==> src/rtl/bj_operand_fwd_unit.sv <==
`timescale 1ns/1ps
// -----------------------------------------------------------------------------
// bj_operand_fwd_unit
// ID-stage operand forwarding and hazard unit for branch/jump compare and other
// early readers. A private tag pipeline tracks in-flight register writers
// (slot 0 = EX, slot 1 = MEM, ... slot DEPTH-1). Each ID read port receives the
// youngest in-flight value of its register, or the regfile value when no
// writer matches. When the youngest matching writer has not produced its
// result yet, ID is stalled.
//
// Ports
//   clk, rst_n   clock, asynchronous active-low reset
//   adv          EX-onward pipeline advances this cycle
//   flush        kill all in-flight writers
//   id_valid     ID holds a valid instruction
//   id_we        ID instruction writes a GPR
//   id_rw        ID destination register
//   id_rdy_stg   slot index at which the ID result becomes valid
//   rd_en        per-port read enable
//   rd_addr      per-port source register (port r at [r*AW +: AW])
//   rf_rdata     per-port regfile read data
//   stg_data     final result of the instruction in slot i (slot i at [i*DW +: DW])
//   fwd_rdata    per-port forwarded operand
//   fwd_hit      port took a forwarded value
//   stall        ID must hold
//   stall_cnt    saturating count of stalled cycles
// -----------------------------------------------------------------------------
module bj_operand_fwd_unit #(
  parameter int NUM_RD = 2,
  parameter int DEPTH  = 3,
  parameter int DW     = 32,
  parameter int AW     = 5,
  parameter int SW     = 2
) (
  input  logic                 clk,
  input  logic                 rst_n,
  input  logic                 adv,
  input  logic                 flush,
  input  logic                 id_valid,
  input  logic                 id_we,
  input  logic [AW-1:0]        id_rw,
  input  logic [SW-1:0]        id_rdy_stg,
  input  logic [NUM_RD-1:0]    rd_en,
  input  logic [NUM_RD*AW-1:0] rd_addr,
  input  logic [NUM_RD*DW-1:0] rf_rdata,
  input  logic [DEPTH*DW-1:0]  stg_data,
  output logic [NUM_RD*DW-1:0] fwd_rdata,
  output logic [NUM_RD-1:0]    fwd_hit,
  output logic                 stall,
  output logic [15:0]          stall_cnt
);

  // Slot state: valid flag, destination register, ready stage.
  logic [DEPTH-1:0] slot_vld;
  logic [AW-1:0]    slot_rw  [DEPTH];
  logic [SW-1:0]    slot_rdy [DEPTH];

  logic [NUM_RD-1:0] port_stall;
  logic [NUM_RD-1:0] port_seen;
  logic              alloc;

  // A stalled ID instruction must not enter EX; slot 0 then takes a bubble.
  assign alloc = id_valid & id_we & (id_rw != '0) & ~stall;

  // Lookup: scan from the youngest slot; the first valid tag match decides
  // the outcome for that port, ready or not.
  // NOTE: every variable driven here gets a default before any condition so
  // no path leaves it unassigned and no latch is inferred.
  always_comb begin
    fwd_rdata  = rf_rdata;
    fwd_hit    = '0;
    port_stall = '0;
    port_seen  = '0;
    for (int r = 0; r < NUM_RD; r++) begin
      if (rd_en[r] && (rd_addr[r*AW +: AW] != '0)) begin
        for (int i = 0; i < DEPTH; i++) begin
          if (!port_seen[r] && slot_vld[i] && (slot_rw[i] == rd_addr[r*AW +: AW])) begin
            port_seen[r] = 1'b1;
            if (int'(slot_rdy[i]) <= i) begin
              fwd_rdata[r*DW +: DW] = stg_data[i*DW +: DW];
              fwd_hit[r]            = 1'b1;
            end else begin
              port_stall[r] = 1'b1;
            end
          end
        end
      end
    end
  end

  assign stall = |port_stall;

  // Valid flags carry all the control meaning, so only they need reset.
  // NOTE: sequential state is assigned with non-blocking (<=) so every
  // register samples the pre-edge value of its neighbour during the shift.
  always_ff @(posedge clk or negedge rst_n) begin
    if (!rst_n) begin
      slot_vld <= '0;
    end else if (flush) begin
      slot_vld <= '0;
    end else if (adv) begin
      for (int i = DEPTH-1; i >= 1; i--) begin
        slot_vld[i] <= slot_vld[i-1];
      end
      slot_vld[0] <= alloc;
    end
  end

  // NOTE: tag/ready payload is deliberately left without reset: it is only
  // ever looked at through slot_vld, and keeping it reset-free lets it map to
  // plain flops without reset routing.
  always_ff @(posedge clk) begin
    if (adv) begin
      for (int i = DEPTH-1; i >= 1; i--) begin
        slot_rw[i]  <= slot_rw[i-1];
        slot_rdy[i] <= slot_rdy[i-1];
      end
      slot_rw[0]  <= id_rw;
      slot_rdy[0] <= id_rdy_stg;
    end
  end

  // Stalled-cycle counter, saturating; only reset clears it.
  always_ff @(posedge clk or negedge rst_n) begin
    if (!rst_n) begin
      stall_cnt <= '0;
    end else if (stall && (stall_cnt != 16'hFFFF)) begin
      stall_cnt <= stall_cnt + 16'd1;
    end
  end

endmodule

==> config.mk <==
export PLATFORM = sky130hd
export DESIGN_NAME = bj_operand_fwd_unit
export DESIGN_NICKNAME = d
export VERILOG_FILES = /design/src/rtl/bj_operand_fwd_unit.sv
export SDC_FILE = /design/constraint.sdc
export NUM_CORES = 1
export LEC_CHECK = 0
export ABC_CLOCK_PERIOD_IN_PS = 5700
export CAP_MARGIN = 20
export CORE_UTILIZATION = 41
export DETAILED_ROUTE_END_ITERATION = 8
export MAX_ROUTING_LAYER = met4
export PLACE_DENSITY = 0.95
export SLEW_MARGIN = 20
export SYNTH_ARGS = -nofsm -noshare
export SYNTH_HDL_FRONTEND = slang
export SYNTH_SLANG_ARGS = --single-unit
==> constraint.sdc <==
create_clock -name clk -period 5.7 [get_ports clk]
set_clock_uncertainty 0.2 [all_clocks]
set_input_delay 0.855 -clock clk [delete_from_list [all_inputs] [get_ports clk]]
set_output_delay 0.855 -clock clk [all_outputs]
set_load 0.1 [all_outputs]
Word level (Yosys, flattened, before mapping)
Memory sizes are Yosys's and may differ from the RTL's.
Index checks and enable logic that the tools add are counted.
Storage, ports and cells
  flip-flop bits (word level): 19
  bits in writable memories: 21
  bits of input ports: 185
  output and inout bits: 83
  logic and storage cells: 93
  memories: 2
Cells by class
  add/sub/neg operators: 1
  $lt $le $gt $ge: 3
  eq/ne operators: 7
  multiplexer cells: 52
  bitwise gates (word level): 4
  reductions and logical operators: 22
Memories
  slot_rw: words 3, width 5, rd ports 3, clocked after memory_dff 0, write ports 3, line 55  | logic [AW-1:0] slot_rw [DEPTH];
  slot_rdy: words 3, width 2, rd ports 3, clocked after memory_dff 0, write ports 3, line 56  | logic [SW-1:0] slot_rdy [DEPTH];
Operators by type and width (number)
  2-to-1 mux 32 bit: 14
  2-to-1 mux 1 bit: 36
  == test 5 bit: 6
  adder 16 x 1 -> 16 bit (second input constant): 1
  != test 16 bit (second input constant): 1
  nonzero test 5 bit: 3
  logical AND 1 bit: 13
  2-to-1 mux 3 bit: 2
  <= comparator 2 x 1 -> 1 bit (second input constant): 2
  logical NOT 1 bit: 4
  bitwise AND 1 bit: 3
  <= comparator 2 bit (second input constant): 1
  nonzero test 2 bit: 1
  OR reduction 2 bit: 1
  NOT 1 bit: 1

Logic depth before layout (Yosys ltp)
Gate-level depths: netlist of run 1.
  depth after elaboration: 19
  depth in mapped cells: 10
  mapped depth without buffers: 7

Worst setup path before layout of run 1
No wires, ideal clock.
  kind: in2out
  from: input port rd_addr[2]
  to: output port fwd_rdata[20]
  arrival: 4.301 ns
  slack: 0.344 ns
  stages: 7
  cells stage by stage: xor2_1 nor3_4 nand3_1 o21ai_1 buf_2 a222oi_1 o21ai_0
On the way
  longest elaborated chain between the ends: 14
  elaborated cells on any way between the ends: 22
  classes of those cells: eq/ne (3); mux (10); reduce/logical (9)
Ends and longest elaborated chain
  start: declaration: line 44  | input logic [NUM_RD*AW-1:0] rd_addr,
  == test 5 bit: line 77  | if (!port_seen[r] && slot_vld[i] && (slot_rw[i] == rd_addr[r*AW +: AW])) begin
  logical AND 1 bit: line 77
  2-to-1 mux 1 bit: line 77
  2-to-1 mux 1 bit: line 75  | if (rd_en[r] && (rd_addr[r*AW +: AW] != '0)) begin
  logical NOT 1 bit: line 77
  logical AND 1 bit (2 in a row): line 77
  2-to-1 mux 1 bit: line 77
  2-to-1 mux 1 bit: line 75
  logical NOT 1 bit: line 77
  logical AND 1 bit (2 in a row): line 77
  2-to-1 mux 32 bit: line 77
  2-to-1 mux 32 bit *: line 75
  end: declaration: line 47  | output logic [NUM_RD*DW-1:0] fwd_rdata,
Every way passes the cells marked *; elsewhere a longest branch is shown, timed or not. The select of a mux whose other input is x is not followed.

Final worst setup path of run 1
  from: input port rd_addr[5]
  to: output port fwd_rdata[34]
Same word-level chain as after synthesis.

==> impl_metrics.py, run 1 <==
metrics = {
    "global_route": {
        "grt_pass1_wl_um": 31100,
        "grt_max_degree": 34,
        "grt_pass1_vias": 5658,
        "grt-ovfl-total": 0,
        "gr-usage-all-layers_pct": 36.7,
        "antenna_found_initial": 1,
    },
    "synthesis": {
        "synth_top_cell_by_area": "edfxtp_1",
        "syn_area_mm2": 0.00431,
        "ys_seq_elements": 40,
        "synth_cell_types": 49,
        "async_flop_share_pct": 47.5,
        "syn_nets": 692,
        "syn_area_per_cell_um2": 8.53,
        "synth_edf_count": 21,
        "synth_top_cell_area_share_pct": 14.6,
        "yosys-top-cells-area": "edfxtp_1 (15%), dfrtp_1 (11%), mux2_2 (6.8%)",
        "ys.flop_type": "edfxtp_1",
        "ys_seq_area_share_pct": 25.6,
        "yosysWarningCount": 0,
        "synth_cells": 506,
    },
    "setup_path": {
        "crit_path_end_kind": "output pin",
        "reg2reg_depth": 6,
        "reg2reg_slack_ns": 2.93,
        "cp.required_ns": 4.64,
        "worstPathArrival_ns": 4.00,
        "start_kind": "primary input",
        "reg2reg_from": "slot_rw[0][9]",
        "r2r-end": "stall_cnt[1]",
        "critPathMaxFanout": 16,
        "path_class": "primary input to output pin",
    },
    "place": {
        "dp_hpwl_um": 15400,
        "gp_congestion": 1.08,
        "port_buffers": 267,
    },
    "die": {
        "io_pins": 268,
        "num_rows": 37,
        "die_w_um": 105,
        "die_h_um": 105,
        "initial_core_util_pct": 42.0,
        "coreArea_mm2": 0.0103,
        "design.die.area_mm2": 0.0109,
    },
    "pwr": {
        "p_total_mw": 1.20,
        "p_leak_nw": 2.93,
        "max-vdd-ir-drop_mv": 0.154,
        "power_switching_mw": 0.503,
        "share_comb_of_total_power_pct": 57.4,
        "p_seq_share_pct": 27.9,
        "clkPwrFrac_pct": 14.6,
        "powerDensity_mw_per_mm2": 153,
        "p_sw_share_pct": 41.9,
        "intPower_mw": 0.697,
    },
    "cells_and_area": {
        "layout_commonest_cell": "clkdlybuf4s50_1",
        "seqCellArea_mm2": 0.00111,
        "drive_gt1_share_pct": 17.6,
        "fin_nets": 935,
        "fin_util_pct": 76.1,
        "final_cell_mix": "clkdlybuf4s50_1 (200), buf_12 (66), nor2_1 (53)",
        "multiInputGateArea_mm2": 0.00301,
        "areaGrowthSynthToFinish_pct": 81.2,
        "n_fill_cell": 653,
    },
    "clock_tree": {
        "cts-hold-fix-buffers": 0,
        "htree_num_levels": 2,
        "ctsRootBufferMaster": "clkbuf_8",
        "post_cts_resized": 0,
        "cts_sinks": 40,
        "clk_pin_slew_worst_paths_ns": 0.07,
        "clk_path_buf_depth": 2,
        "worstSkewPairLatency_ns": 0.29,
        "cts_made_buffers": 5,
        "post_cts_buffers": 0,
        "cts_tree": "yes",
    },
    "detailed_routing": {
        "first_pass_iters": 9,
        "antenna_left": 0,
        "route.vias.total": 5720,
        "finalWirelength_um": 20200,
        "drc": 19,
        "drt_iter0_drc": 686,
        "wire_per_inst_um": 22.7,
        "vias_per_cell": 6.45,
    },
    "timing": {
        "holdWs_ns": 0.228,
        "setup_tns_ns": 0,
        "fin_crit_ns": 5.06,
        "slew_violations": 0,
        "rsz0062_at_grt": "no",
        "relSlewSlack_pct": 28.8,
        "fmax_mhz": 198,
        "worst_pin_slew_ns": 1.07,
        "fin_crit_sh_pct": 88.7,
        "finalHoldViolCount": 0,
        "finalSetupViolations": 0,
    },
    "worst_hold_path": {
        "hold_end": "slot_rdy[0][4]",
        "min-delay-start": "slot_rdy[0][2]",
        "hold_path.class": "flip-flop to flip-flop",
        "whs_path_depth": 0,
    },
    "job": {
        "timing.max_cap.violations": 0,
    },
    "run_status": {
        "violations": "design-rule violations",
        "status": "finished with violations",
    },
}
registers in the layout, summed over array words and instances, names as in the netlist:
register and flops:
slot_vld 3, stall_cnt 16, slot_rw 15, slot_rdy 6
stage by stage:
| stage | setup slack, ns | std cells | cell area [um2] |
|---|---|---|---|
| 2_1_floorplan | 0.344 | 506 | 4310 |
| 3_3_place_gp | 0.599 | 878 | 7730 |
| 3_5_place_dp | 0.402 | 878 | 7730 |
| 4_1_cts | 0.399 | 886 | 7810 |
| 5_1_grt | 0.493 | 887 | 7820 |
| 6_report | 0.643 | 887 | 7820 |
power groups by stage:
stage	Sequential, mW	Combinational, mW	Clock, mW
2_1_floorplan	0.352	0.340	0
3_3_place_gp	0.339	0.669	0
3_5_place_dp	0.341	0.683	0
4_1_cts	0.335	0.685	0.182
5_1_grt	0.336	0.708	0.193
6_report	0.335	0.689	0.176
per-layer routing:
metal | routed length [um] | vias to the layer above | track usage, %
li1 | - | 2462 | -
met1 | 7290 | 2698 | 41.2
met2 | 9920 | 463 | 63.0
met3 | 1950 | 97 | 7.11
met4 | 1030 | 0 | 16.8
met5 | 0 | - | -
cell families (layout without fill, tap and decap cells):
logic type,count (synthesis),in the layout,share of synthesized area [%]
DFF,40,40,25.6
muxes,37,37,10.4
other,0,1,0
and+or+nand+nor,155,155,18.8
adders and majority gates,1,1,0.290
xor gates and xnor gates,45,45,9.14
buffers and inverters,50,294,5.13
AOI/OAI and AO/OA,178,178,30.7
cells in the mapped netlist (all sizes together), types with 4 or more instances:
| library cell | instances |
|---|---|
| edfxtp | 21 |
| and2 | 4 |
| buf | 15 |
| xnor2 | 29 |
| a221oi | 29 |
| nand3 | 12 |
| a21oi | 36 |
| nand3b | 18 |
| o2bb2ai | 28 |
| mux2 | 35 |
| o21ai | 24 |
| a222oi | 17 |
| nand2 | 37 |
| clkbuf | 27 |
| a211oi | 4 |
| o211ai | 25 |
| dfrtp | 19 |
| nor2 | 53 |
| nor3 | 7 |
| xor2 | 16 |
| o2111ai | 5 |
| inv | 8 |
| and3 | 11 |
cell type report:
class	instances	share of cell area (%)
well taps	136	2.18
flip-flops and latches	40	14.1
clock inverters	1	0.0640
repair buffers	278	43.7
diodes	1	0.0320
clock buffers	7	0.976
inverters	8	0.384
multi-input cells	416	38.6
worst max-delay path by stage:
| stage | to | startpoint | slack (ns) | cells after the start |
|---|---|---|---|---|
| floorplan | fwd_rdata[20] | rd_addr[2] | 0.34 | 7 |
| global placement | fwd_rdata[31] | rd_addr[0] | 0.60 | 8 |
| detailed placement | fwd_rdata[31] | rd_addr[0] | 0.40 | 8 |
| CTS | fwd_rdata[31] | rd_addr[0] | 0.40 | 8 |
| global route | fwd_rdata[9] | rd_addr[0] | 0.49 | 8 |
| finish | fwd_rdata[34] | rd_addr[5] | 0.64 | 8 |
critical path, stage by stage:
cell and delay (ns):
clkdlybuf4s50_1 0.57, xor2_1 0.24, nor3_2 0.27, nand3_1 0.42, and2_1 0.33, o31ai_4 0.80, o2bb2ai_1 0.28, buf_12 0.23
No activity file was read; power rests on OpenSTA's default activity.
==> run 2: changes to the inputs <==
--- a/config.mk
+++ b/config.mk
@@ -7,7 +7,9 @@
 export LEC_CHECK = 0
 export ABC_CLOCK_PERIOD_IN_PS = 5700
 export CAP_MARGIN = 20
-export CORE_UTILIZATION = 41
+export CELL_PAD_IN_SITES_DETAIL_PLACEMENT = 1
+export CELL_PAD_IN_SITES_GLOBAL_PLACEMENT = 2
+export CORE_UTILIZATION = 21
 export DETAILED_ROUTE_END_ITERATION = 8
 export MAX_ROUTING_LAYER = met4
 export PLACE_DENSITY = 0.95
==> impl_metrics.py, run 2 (synthesis results as in run 1) <==
metrics = {
    "run_status": {
        "status": "finished, final reports clean",
    },
    "timing": {
        "slew_violations": 0,
        "fin_crit_sh_pct": 87.6,
        "rsz0062_at_grt": "no",
        "worst_pin_slew_ns": 1.00,
        "finalHoldViolCount": 0,
        "fmax_mhz": 200,
        "holdWs_ns": 0.234,
        "setup_tns_ns": 0,
        "relSlewSlack_pct": 33.0,
        "finalSetupViolations": 0,
        "fin_crit_ns": 5.00,
    },
    "detailed_routing": {
        "route.vias.total": 5322,
        "drc": 0,
        "vias_per_cell": 5.18,
        "antenna_left": 0,
        "finalWirelength_um": 22000,
        "drt_iter0_drc": 210,
        "wire_per_inst_um": 21.4,
        "first_pass_iters": 5,
    },
    "die": {
        "num_rows": 52,
        "die_h_um": 145,
        "io_pins": 268,
        "design.die.area_mm2": 0.0211,
        "coreArea_mm2": 0.0202,
        "die_w_um": 145,
        "initial_core_util_pct": 21.4,
    },
    "global_route": {
        "met3_usage_pct": 2.57,
        "gr-usage-all-layers_pct": 20.8,
        "grt_max_degree": 46,
        "antenna_found_initial": 0,
        "grt_pass1_vias": 5901,
        "grt-ovfl-total": 0,
        "grt.busiest_layer": "met2",
        "grt_use_met1_pct": 24.2,
        "grt_pass1_wl_um": 33500,
        "use_met2_pct": 37.7,
    },
    "clock_tree": {
        "cts_made_buffers": 5,
        "ctsRootBufferMaster": "clkbuf_16",
        "post_cts_buffers": 0,
        "post_cts_resized": 0,
        "clk_path_buf_depth": 2,
        "worstSkewPairLatency_ns": 0.28,
        "cts_tree": "yes",
        "cts_sinks": 40,
        "cts-hold-fix-buffers": 0,
        "clk_pin_slew_worst_paths_ns": 0.05,
        "htree_num_levels": 2,
    },
    "place": {
        "dp_hpwl_um": 17400,
        "port_buffers": 267,
        "gp_congestion": 0.925,
        "place_inst": 1020,
    },
    "cells_and_area": {
        "drive_gt1_share_pct": 19.0,
        "diodes": 0,
        "final_cell_mix": "clkdlybuf4s50_1 (199), buf_12 (67), nor2_1 (53)",
        "layout_commonest_cell": "clkdlybuf4s50_1",
        "reg_top3": "stall_cnt: 16 flops, slot_rw: 15 flops, slot_rdy: 6 flops",
        "stdcell_count": 1028,
        "fin_nets": 943,
        "largest_register_ffs": 16,
        "areaGrowthSynthToFinish_pct": 88.7,
        "top_register": "stall_cnt",
    },
    "setup_path": {
        "path_class": "primary input to output pin",
        "crit_path_end_kind": "output pin",
        "start_kind": "primary input",
        "critPathMaxFanout": 16,
        "worstPathArrival_ns": 3.94,
        "cp.required_ns": 4.64,
    },
    "pwr": {
        "max-vdd-ir-drop_mv": 0.135,
        "powerDensity_mw_per_mm2": 163,
        "p_leak_nw": 3.01,
    },
    "worst_hold_path": {
        "hold_path.class": "flip-flop to flip-flop",
    },
    "job": {
        "timing.max_cap.violations": 0,
    },
}
[run 2: cell count changes in the layout (fill, tap and decap cells not counted), sizes merged]
cell and delta:
diode -1, clkbuf -1, buf +9, clkdlybuf4s50 -1, bufinv +1
[run 2: per-layer routing]
layer / up-vias / part of all wire, % / routed length [um]
li1: 2472 / - / -
met1: 2608 / 42 / 9160
met2: 220 / 52 / 11400
met3: 22 / 4.7 / 1030
met4: 0 / 1.5 / 335
met5: - / 0 / 0
[run 2: path summary, 6_finish.rpt]
kind | from | to | slack, ns | depth (start not counted)
setup / recovery | rd_addr[0] | fwd_rdata[1] | 0.70 | 9
hold / removal | slot_rdy[0][2] | slot_rdy[0][4] | 0.23 | 0
setup reg to reg | slot_rw[0][9] | stall_cnt[1] | 2.98 | 7
hold reg to reg | slot_rdy[0][2] | slot_rdy[0][4] | 0.23 | 0
max in group asynchronous | rst_n | stall_cnt[14] | 3.82 | 1
min in group asynchronous | rst_n | stall_cnt[7] | 0.90 | 1
[run 2: power breakdown]
part           switching [mW]  total [mW]  internal [mW]  leakage, nW
sequential             0.0154       0.336          0.321        0.470
clock                   0.105       0.310          0.206       0.0808
combinational           0.394       0.684          0.290         2.46
[run 2: area by class of cell]
cell class / count / area (um2)
tap: 270 / 338
inverter: 8 / 30.0
sequential: 40 / 1110
fill: 2263 / 12000
clock inverter: 2 / 35.0
timing repair buffer: 286 / 3480
multi-input combinational: 416 / 3020
clock buffer: 6 / 129
[run 2: critical path, cell delays in order]
cell and delay [ns]:
clkdlybuf4s50_1 0.54, xor2_1 0.20, nor3_1 0.45, a211oi_1 0.15
buf_4 0.18, o21ai_2 0.47, a21o_1 0.62, o2bb2ai_1 0.26
buf_12 0.22
[run 2: metrics by stage]
stage / power [mW] / utilization (%) / setup slack, ns / cell area [um2]
global placement: 1.02 / 39.6 / 0.731 / 7980
floorplan: 0.691 / - / 0.344 / 4310
global route: 1.38 / 40.4 / 0.481 / 8140
detailed placement: 1.03 / 39.6 / 0.629 / 7980
CTS: 1.34 / 40.4 / 0.627 / 8140
finish: 1.33 / 40.4 / 0.704 / 8140
==> run 3: changes to the inputs <==
--- a/config.mk
+++ b/config.mk
@@ -9,10 +9,12 @@
 export CAP_MARGIN = 20
 export CELL_PAD_IN_SITES_DETAIL_PLACEMENT = 1
 export CELL_PAD_IN_SITES_GLOBAL_PLACEMENT = 2
+export CORE_ASPECT_RATIO = 1.75
 export CORE_UTILIZATION = 21
 export DETAILED_ROUTE_END_ITERATION = 8
 export MAX_ROUTING_LAYER = met4
 export PLACE_DENSITY = 0.95
+export SKIP_LAST_GASP = 1
 export SLEW_MARGIN = 20
 export SYNTH_ARGS = -nofsm -noshare
 export SYNTH_HDL_FRONTEND = slang
==> impl_metrics.py, run 3 (synthesis results as in run 1) <==
metrics = {
    "timing": {
        "fin_crit_sh_pct": 84.2,
        "slew_violations": 0,
        "worst_pin_slew_ns": 1.02,
        "finalHoldViolCount": 0,
        "fin_crit_ns": 4.80,
        "rsz0062_at_grt": "no",
        "relSlewSlack_pct": 32.1,
        "finalSetupViolations": 0,
        "holdWs_ns": 0.239,
        "fmax_mhz": 208,
        "setup_tns_ns": 0,
    },
    "pwr": {
        "powerDensity_mw_per_mm2": 159,
        "max-vdd-ir-drop_mv": 0.163,
        "power_switching_mw": 0.512,
        "share_comb_of_total_power_pct": 53.6,
        "p_sw_share_pct": 39.9,
        "p_total_mw": 1.28,
        "p_seq_share_pct": 26.1,
        "intPower_mw": 0.771,
        "clkPwrFrac_pct": 20.4,
        "p_leak_nw": 3.00,
    },
    "setup_path": {
        "worstPathArrival_ns": 3.74,
        "path_class": "primary input to output pin",
        "critPathMaxFanout": 33,
        "crit_chain": "clkdlybuf4s50_1 > xor2_1 > nor3_2 > nand3_2 > buf_4 > nand2_1 > o211ai_1 > a21oi_1 > buf_12",
        "cp_top_family": "buffers and inverters",
        "crit_buf_inv": 3,
        "start_kind": "primary input",
        "cp.required_ns": 4.64,
        "cpPeakStageDelay_ns": 0.57,
        "crit_path_end_kind": "output pin",
        "crit_slowest_cell": "nand2_1",
    },
    "die": {
        "die_w_um": 110,
        "coreArea_mm2": 0.0202,
        "die_h_um": 192,
        "io_pins": 268,
        "initial_core_util_pct": 21.4,
        "design.die.area_mm2": 0.0211,
        "num_rows": 69,
    },
    "detailed_routing": {
        "drt_iter0_drc": 153,
        "drc": 0,
        "first_pass_iters": 5,
        "antenna_left": 0,
        "vias_per_cell": 5.24,
        "wire_per_inst_um": 21.7,
        "route.vias.total": 5279,
        "finalWirelength_um": 21900,
    },
    "cells_and_area": {
        "drive_gt1_share_pct": 18.8,
        "areaGrowthSynthToFinish_pct": 87.4,
        "reg_top3": "stall_cnt: 16 flops, slot_rw: 15 flops, slot_rdy: 6 flops",
        "top_register": "stall_cnt",
        "fin_nets": 944,
        "diodes": 0,
        "stdcell_count": 1007,
        "layout_commonest_cell": "clkdlybuf4s50_1",
        "largest_register_ffs": 16,
        "fin_util_pct": 40.0,
        "final_cell_mix": "clkdlybuf4s50_1 (200), buf_12 (66), nor2_1 (53)",
    },
    "place": {
        "place_inst": 999,
        "dp_hpwl_um": 17600,
        "port_buffers": 267,
        "gp_congestion": 0.898,
    },
    "global_route": {
        "gr-usage-all-layers_pct": 20.8,
        "grt_pass1_vias": 5786,
        "grt_pass1_wl_um": 32000,
        "grt_max_degree": 34,
        "antenna_found_initial": 0,
        "grt-ovfl-total": 0,
    },
    "clock_tree": {
        "cts_made_buffers": 5,
        "htree_num_levels": 2,
        "cts_sinks": 40,
        "clk_pin_slew_worst_paths_ns": 0.05,
        "cts-hold-fix-buffers": 0,
        "ctsRootBufferMaster": "clkbuf_16",
        "post_cts_resized": 0,
        "cts_tree": "yes",
        "post_cts_buffers": 0,
        "worstSkewPairLatency_ns": 0.28,
        "clk_path_buf_depth": 2,
    },
    "worst_hold_path": {
        "hold_path.class": "flip-flop to flip-flop",
    },
    "run_status": {
        "status": "finished, final reports clean",
    },
    "job": {
        "timing.max_cap.violations": 0,
    },
}
==> run 3: final cells by class <==
type | instances | area (um2)
fillers | 2283 | 12100
clock inverters | 3 | 13.8
multi-input cells | 416 | 3020
repair buffers | 287 | 3480
well taps | 248 | 310
inverters | 8 | 30.0
flip-flops and latches | 40 | 1110
clock buffers | 5 | 125
==> run 3: final timing paths <==
path,slack (ns),from,cells past startpoint,endpoint
worst max register to register,2.97,slot_rw[0][9],6,stall_cnt[1]
min in group asynchronous,0.89,rst_n,1,stall_cnt[7]
worst min-delay path,0.24,slot_rdy[0][2],0,slot_rdy[0][4]
worst min register to register,0.24,slot_rdy[0][2],0,slot_rdy[0][4]
worst max-delay path,0.90,rd_addr[5],9,fwd_rdata[50]
max in group asynchronous,3.85,rst_n,1,slot_vld[0]
==> run 3: power groups by stage <==
stage / clock network [mW] / registers [mW] / logic [mW]
after CTS: 0.272 / 0.335 / 0.692
after floorplan: 0 / 0.352 / 0.340
after global routing: 0.283 / 0.337 / 0.714
after detailed placement: 0 / 0.340 / 0.690
final: 0.262 / 0.335 / 0.687
after global placement: 0 / 0.339 / 0.685
==> run 3: metal layers <==
metal  GRT usage [%]  up-vias  wire, um
met4            8.45        0       771
met1            21.2     2568      8100
met2            38.7      186     12000
met5               -        -         0
li1                -     2479         -
met3            2.92       46      1030
==> run 3: through the flow <==
stage               area (um2)  setup slack (ns)
floorplan                 4310             0.344
global placement          7950             0.742
global route              8090             0.688
finish                    8090             0.903
detailed placement        7950             0.845
CTS                       8090             0.841
